## config.mk

```make
export PLATFORM = sky130hd
export DESIGN_NAME = weight_ram_scheduler
export DESIGN_NICKNAME = d
export VERILOG_FILES = /design/src/rtl/weight_ram_scheduler.sv
export SDC_FILE = /design/constraint.sdc
export NUM_CORES = 1
export LEC_CHECK = 0
export BUFFER_PORTS_ARGS = -buffer_cell sky130_fd_sc_hd__clkbuf_2
export CORE_AREA = 2 2 230 232
export DETAILED_ROUTE_END_ITERATION = 10
export DIE_AREA = 0 0 232 234
export PLACE_DENSITY = 0.46
export SLEW_MARGIN = 15
export SYNTH_ARGS = -nofsm -noshare
export SYNTH_HDL_FRONTEND = slang
export SYNTH_SLANG_ARGS = --single-unit
```

## constraint.sdc

```tcl
create_clock -name clock -period 1.6 [get_ports clock]
set_clock_uncertainty 0.05 [all_clocks]
set_input_delay 0.16 -clock clock [delete_from_list [all_inputs] [get_ports clock]]
set_output_delay 0.16 -clock clock [all_outputs]
set_load 0.02 [all_outputs]
```

## src/rtl/weight_ram_scheduler.sv

```systemverilog
// weightRAM row-read scheduler: round-robin grant, then a full row sweep.
// Optional WRAM_STALL_CNT_EN adds a saturating back-pressure counter.
module weight_ram_scheduler #(
  parameter int BITWIDTH   = 18,
  parameter int NROWS      = 16,
  parameter int ADDR_WIDTH = 4,
  parameter int NREQ       = 4
) (
  input  logic                      clock,
  input  logic                      reset,
  input  logic [NREQ-1:0]           req,
  output logic [NREQ-1:0]           grant,
  output logic [ADDR_WIDTH-1:0]     ram_address,
  input  logic [NROWS*BITWIDTH-1:0] ram_row,
  output logic [NROWS*BITWIDTH-1:0] row_data,
  output logic [ADDR_WIDTH-1:0]     row_index,
  output logic                      row_valid,
  input  logic                      row_ready,
  output logic                      sweep_done,
  output logic                      busy
`ifdef WRAM_STALL_CNT_EN
  ,
  output logic [15:0]               stall_count
`endif
);

  localparam int RW = (NREQ > 1) ? $clog2(NREQ) : 1;
  localparam logic [ADDR_WIDTH-1:0] LAST =
    ADDR_WIDTH'(NROWS - 1);

  typedef enum logic [1:0] {
    IDLE,
    FETCH,
    PRESENT
  } state_t;

  state_t state;
  state_t state_nx;

  logic [RW-1:0]   rr;
  logic [RW-1:0]   win;
  logic [NREQ-1:0] win_oh;
  logic            any_req;
  logic            xfer;
  logic            last_row;

  assign xfer     = (state == PRESENT) && row_valid && row_ready;
  assign last_row = (row_index == LAST);

  // Round-robin pick: scan above the last winner first, then wrap.
  always_comb begin
    win     = rr;
    win_oh  = '0;
    any_req = 1'b0;
    for (int j = 0; j < NREQ; j++) begin
      if (!any_req && j > int'(rr) && req[j]) begin
        any_req   = 1'b1;
        win       = RW'(j);
        win_oh    = '0;
        win_oh[j] = 1'b1;
      end
    end
    for (int j = 0; j < NREQ; j++) begin
      if (!any_req && j <= int'(rr) && req[j]) begin
        any_req   = 1'b1;
        win       = RW'(j);
        win_oh    = '0;
        win_oh[j] = 1'b1;
      end
    end
  end

  // State register.
  always_ff @(posedge clock or negedge reset) begin
    if (!reset) begin
      state <= IDLE;
    end else begin
      state <= state_nx;
    end
  end

  // Next-state decode.
  always_comb begin
    state_nx = state;
    unique case (state)
      IDLE: begin
        if (any_req) begin
          state_nx = FETCH;
        end
      end
      FETCH: begin
        state_nx = PRESENT;
      end
      PRESENT: begin
        if (xfer) begin
          state_nx = last_row ? IDLE : FETCH;
        end
      end
      default: begin
        state_nx = IDLE;
      end
    endcase
  end

  // Status outputs; sweep_done rides on the last-row transfer.
  always_comb begin
    sweep_done = xfer && last_row;
    busy       = (state != IDLE);
  end

  // Grant, address and captured-row registers.
  always_ff @(posedge clock or negedge reset) begin
    if (!reset) begin
      grant       <= '0;
      rr          <= RW'(NREQ - 1);
      ram_address <= '0;
      row_data    <= '0;
      row_index   <= '0;
      row_valid   <= 1'b0;
    end else begin
      unique case (state)
        IDLE: begin
          if (any_req) begin
            grant       <= win_oh;
            rr          <= win;
            ram_address <= '0;
          end
        end
        FETCH: begin
          row_data  <= ram_row;
          row_index <= ram_address;
          row_valid <= 1'b1;
        end
        PRESENT: begin
          if (xfer) begin
            row_valid <= 1'b0;
            if (last_row) begin
              grant <= '0;
            end else begin
              ram_address <= ram_address + ADDR_WIDTH'(1);
            end
          end
        end
        default: begin
          row_valid <= 1'b0;
        end
      endcase
    end
  end

`ifdef WRAM_STALL_CNT_EN
  // Count cycles a presented row waits on the consumer; saturate.
  always_ff @(posedge clock or negedge reset) begin
    if (!reset) begin
      stall_count <= '0;
    end else if (row_valid && !row_ready &&
                 stall_count != 16'hFFFF) begin
      stall_count <= stall_count + 16'd1;
    end
  end
`endif

endmodule

```

==> results.md <==
- DRC viols: 0
- Starting utilization of the core area: 24.2%
- Clk pwr share: 18.8%
- Setup repair after global routing missed its margin: true
- Layout cell share with drive strength beyond 1: 62.3%
- Net switching share of the total power: 36.1%
- Rel. slew slack: 65.0%
- Peak per-stage delay on the critical path: 0.42 ns
- Post-Synthesis Net Count: 995
- Register area share after synthesis: 60.7%
- Slew at the pin closest to its max-slew limit: 0.525 ns
- Fin. Hold Viols: 0
- EDFF count, synth: 0
- Multi-input logic area: 0.00488 mm^2
- Most frequently used flop master after synthesis: sky130_fd_sc_hd__dfrtp_1
- Outcome: finished with violations
- Maximum net fanout on the critical path: 5
- Filler Cells Inserted: 4694
- Worst-Skew Late Latency: 0.53 ns
- First-pass detailed-route iteration total: 4
- Setup slack, reg-to-reg: -0.04 ns
- Number of buffers created by CTS: 38
- CTS tree: yes
- Yosys cell types: 43
- Vias in the first global route: 10400
- Input/output buffers: 597
- Row count: 84
- Die boundary width: 232 um
- Sequential share of power: 28.2%
- Power per unit of standard cell area: 2220 mW/mm^2
- Top cell by count, worst path: sky130_fd_sc_hd__buf_6
- Finish-stage setup viols: 122
- Class of the most critical hold timing path: in -> reg
- Via-per-instance ratio: 4.02
- Register Area: 0.00763 mm^2
- Non-Filler Instances: 2412
- Number of warnings reported in the yosys synthesis log: 0
- Floorplan core area: 0.0520 mm^2
- Critical-path cell with the highest stage delay: sky130_fd_sc_hd__dfrtp_1
- Number of slew-limit violations in the final report: 0
- TritonCTS Sinks: 305
- Number of vias after detailed routing: 9702
- Total of flip-flops plus latches after synthesis: 305
- Largest buffer count on any clock path: 3
- Number of maximum-capacitance constraint violations: 0
- Final weighted congestion in routability-driven placement: 0.765
- Cell-by-cell trace of the critical path: buf_6 -> nor2_4 -> inv_2 -> buf_6 -> buf_8
- Switching pwr: 18.0 mW
- Largest net degree at the start of global routing: 52
- Post-detailed-routing wire length: 43000 um
- Root buffer cell: sky130_fd_sc_hd__clkbuf_16
- Layout Area Growth over Synthesis: 78.9%
- Die extent in y: 234 um
- Synthesized cell area: 0.0126 mm^2
- Period utilization: 106%
- Average wire per standard cell: 17.8 um
- Top-Level Pins: 598
- Wire length of the first global-routing pass: 59300 um
- Tmin final: 1.70 ns
- Setup slack after layout: -0.103 ns
- Leak Pwr: 11.2 nW
- Final antenna-violating net count: 0
- Number of H-tree branching levels: 2
- Setup crit end kind: output pin
- Achievable clock frequency: 587 MHz
- Asr flop ratio synth: 100%
- IR drop worst, VDD: 1.35 mV
- Final total negative setup slack: -1.57 ns
- CP startpoint kind: flip-flop
- Kind of critical path: reg -> out
- Leading cell type in the layout, fill and taps excluded: sky130_fd_sc_hd__clkbuf_2
- Leading cell types in the layout, fill and taps excluded: sky130_fd_sc_hd__clkbuf_2 (593), sky130_fd_sc_hd__dfrtp_1 (303), sky130_fd_sc_hd__mux2_4 (293), sky130_fd_sc_hd__dlygate4sd3_1 (292), sky130_fd_sc_hd__clkbuf_16 (59)
- Pre-CTS worst setup slack: -0.0136 ns
- Avg Cell Area, Syn: 18.0 um^2
- Failing checks: negative setup slack
- GRT Residual Overflow: 0
- Total internal power: 31.8 mW
- Combinational power share: 53.0%
- DR iter-0 viols: 285
- Arrival @ worst endpoint: 1.49 ns
- Post-CTS clock slew at the launch and capture registers of the worst setup and hold paths: 0.06 ns
- Die area: 0.0543 mm^2
- Total routing usage reported by global routing: 14.1%
- Data required time of the worst path: 1.39 ns
- Hpwl dp: 27800 um
- Final #Nets: 1993
- Initial antenna violation count: 0
- Antenna cell count: 0
- Post-Synthesis Cells: 699
- DP Cell Count: 2008
area by class of cell:
cell class	instances	share of cell area, %
inverters	7	0.117
clock inverters	16	1.08
well taps	688	3.83
clock buffers	51	5.09
multi-input cells	351	21.7
flip-flops and latches	305	34.0
repair buffers	994	34.3
registers in the layout (all words and copies together) (netlist names):
name / count
row_valid: 1
state: 2
row_index: 4
rr: 2
row_data: 288
grant: 4
ram_address: 4
cells in the mapped netlist (2+ instances only):
cell	count	area share (%)
sky130_fd_sc_hd__a21oi_1	6	0.24
sky130_fd_sc_hd__buf_2	2	0.080
sky130_fd_sc_hd__buf_4	2	0.12
sky130_fd_sc_hd__buf_6	21	1.9
sky130_fd_sc_hd__buf_8	10	1.2
sky130_fd_sc_hd__dfrtp_1	303	60
sky130_fd_sc_hd__dfstp_2	2	0.42
sky130_fd_sc_hd__inv_1	6	0.18
sky130_fd_sc_hd__mux2_1	69	6.2
sky130_fd_sc_hd__mux2_2	23	2.1
sky130_fd_sc_hd__mux2_4	202	24
sky130_fd_sc_hd__mux2i_1	2	0.16
sky130_fd_sc_hd__nand2b_1	5	0.25
sky130_fd_sc_hd__nand3_1	2	0.080
sky130_fd_sc_hd__nand3b_1	2	0.12
sky130_fd_sc_hd__nor2_1	5	0.15
sky130_fd_sc_hd__nor2b_1	2	0.10
sky130_fd_sc_hd__nor3_1	2	0.080
sky130_fd_sc_hd__o21a_1	2	0.12
sky130_fd_sc_hd__o21ai_0	5	0.20
sky130_fd_sc_hd__o221ai_1	3	0.21
sky130_fd_sc_hd__o31ai_1	2	0.12
worst max-delay path: cells and delay by family, from the launching register on:
family | cells | cell delay [ns]
AND/OR/NAND/NOR | 1 | 0.09
flip-flops | 1 | 0.42
buffers and inverters | 4 | 0.45
final timing paths:
check                                 to          start  depth (start not counted)
setup / recovery                    busy       state[1]                          5
hold / removal                  state[0]         req[3]                          3
setup reg to reg           row_data[213]       state[0]                          5
hold reg to reg            row_data[187]  row_data[187]                          1
max in group asynchronous          rr[0]          reset                          3
min in group asynchronous  row_data[150]          reset                          2
power by group through the flow:
stage	logic, mW	clock network [mW]	registers [mW]
2_1_floorplan	9.61	0	18.5
3_3_place_gp	21.1	0	14.0
3_5_place_dp	21.3	0	13.9
4_1_cts	23.3	9.65	13.9
5_1_grt	27.8	10.0	14.6
6_report	26.4	9.37	14.1
metrics by stage:
| stage | power [mW] | hold slack, ns | instance area (um^2) | util [%] |
|---|---|---|---|---|
| finish | 49.9 | 0.0250 | 22500 | 43.2 |
| global route | 52.3 | 0.0229 | 22500 | 43.2 |
| CTS | 46.9 | 0.00641 | 21500 | 41.3 |
| detailed placement | 35.2 | 0.0978 | 16700 | 32.2 |
| global placement | 35.1 | 0.0949 | 16700 | 32.2 |
| floorplan | 28.1 | -0.186 | 12600 | - |
logic make-up (layout without fill, tap and decap cells):
family / count (synthesis) / after routing / share of synthesized area, %
flip-flops: 305 / 305 / 60.7
multiplexers: 296 / 296 / 32.5
buffers and inverters: 43 / 1068 / 3.51
AO/OA/AOI/OAI: 28 / 28 / 1.68
AND/OR/NAND/NOR: 26 / 26 / 1.44
adder cells (fa/ha/maj): 1 / 1 / 0.0995
routing by layer:
metal,global-route usage [%],part of all wire (%),vias to the layer above
li1,-,-,4489
met4,4.95,2.5,0
met2,25.2,51,383
met1,16.0,39,4764
met5,0,0,-
met3,4.21,6.9,66
repair_timing:
action	in CTS	in global routing
hold buffers	292	0
endpoints found under the setup margin	26	233
hold endpoints to repair	596	0
pin swaps	3	5
gates resized for setup	30	126
setup buffers	11	7
gates cloned	8	21
No activity file was read; power rests on OpenSTA's default activity.
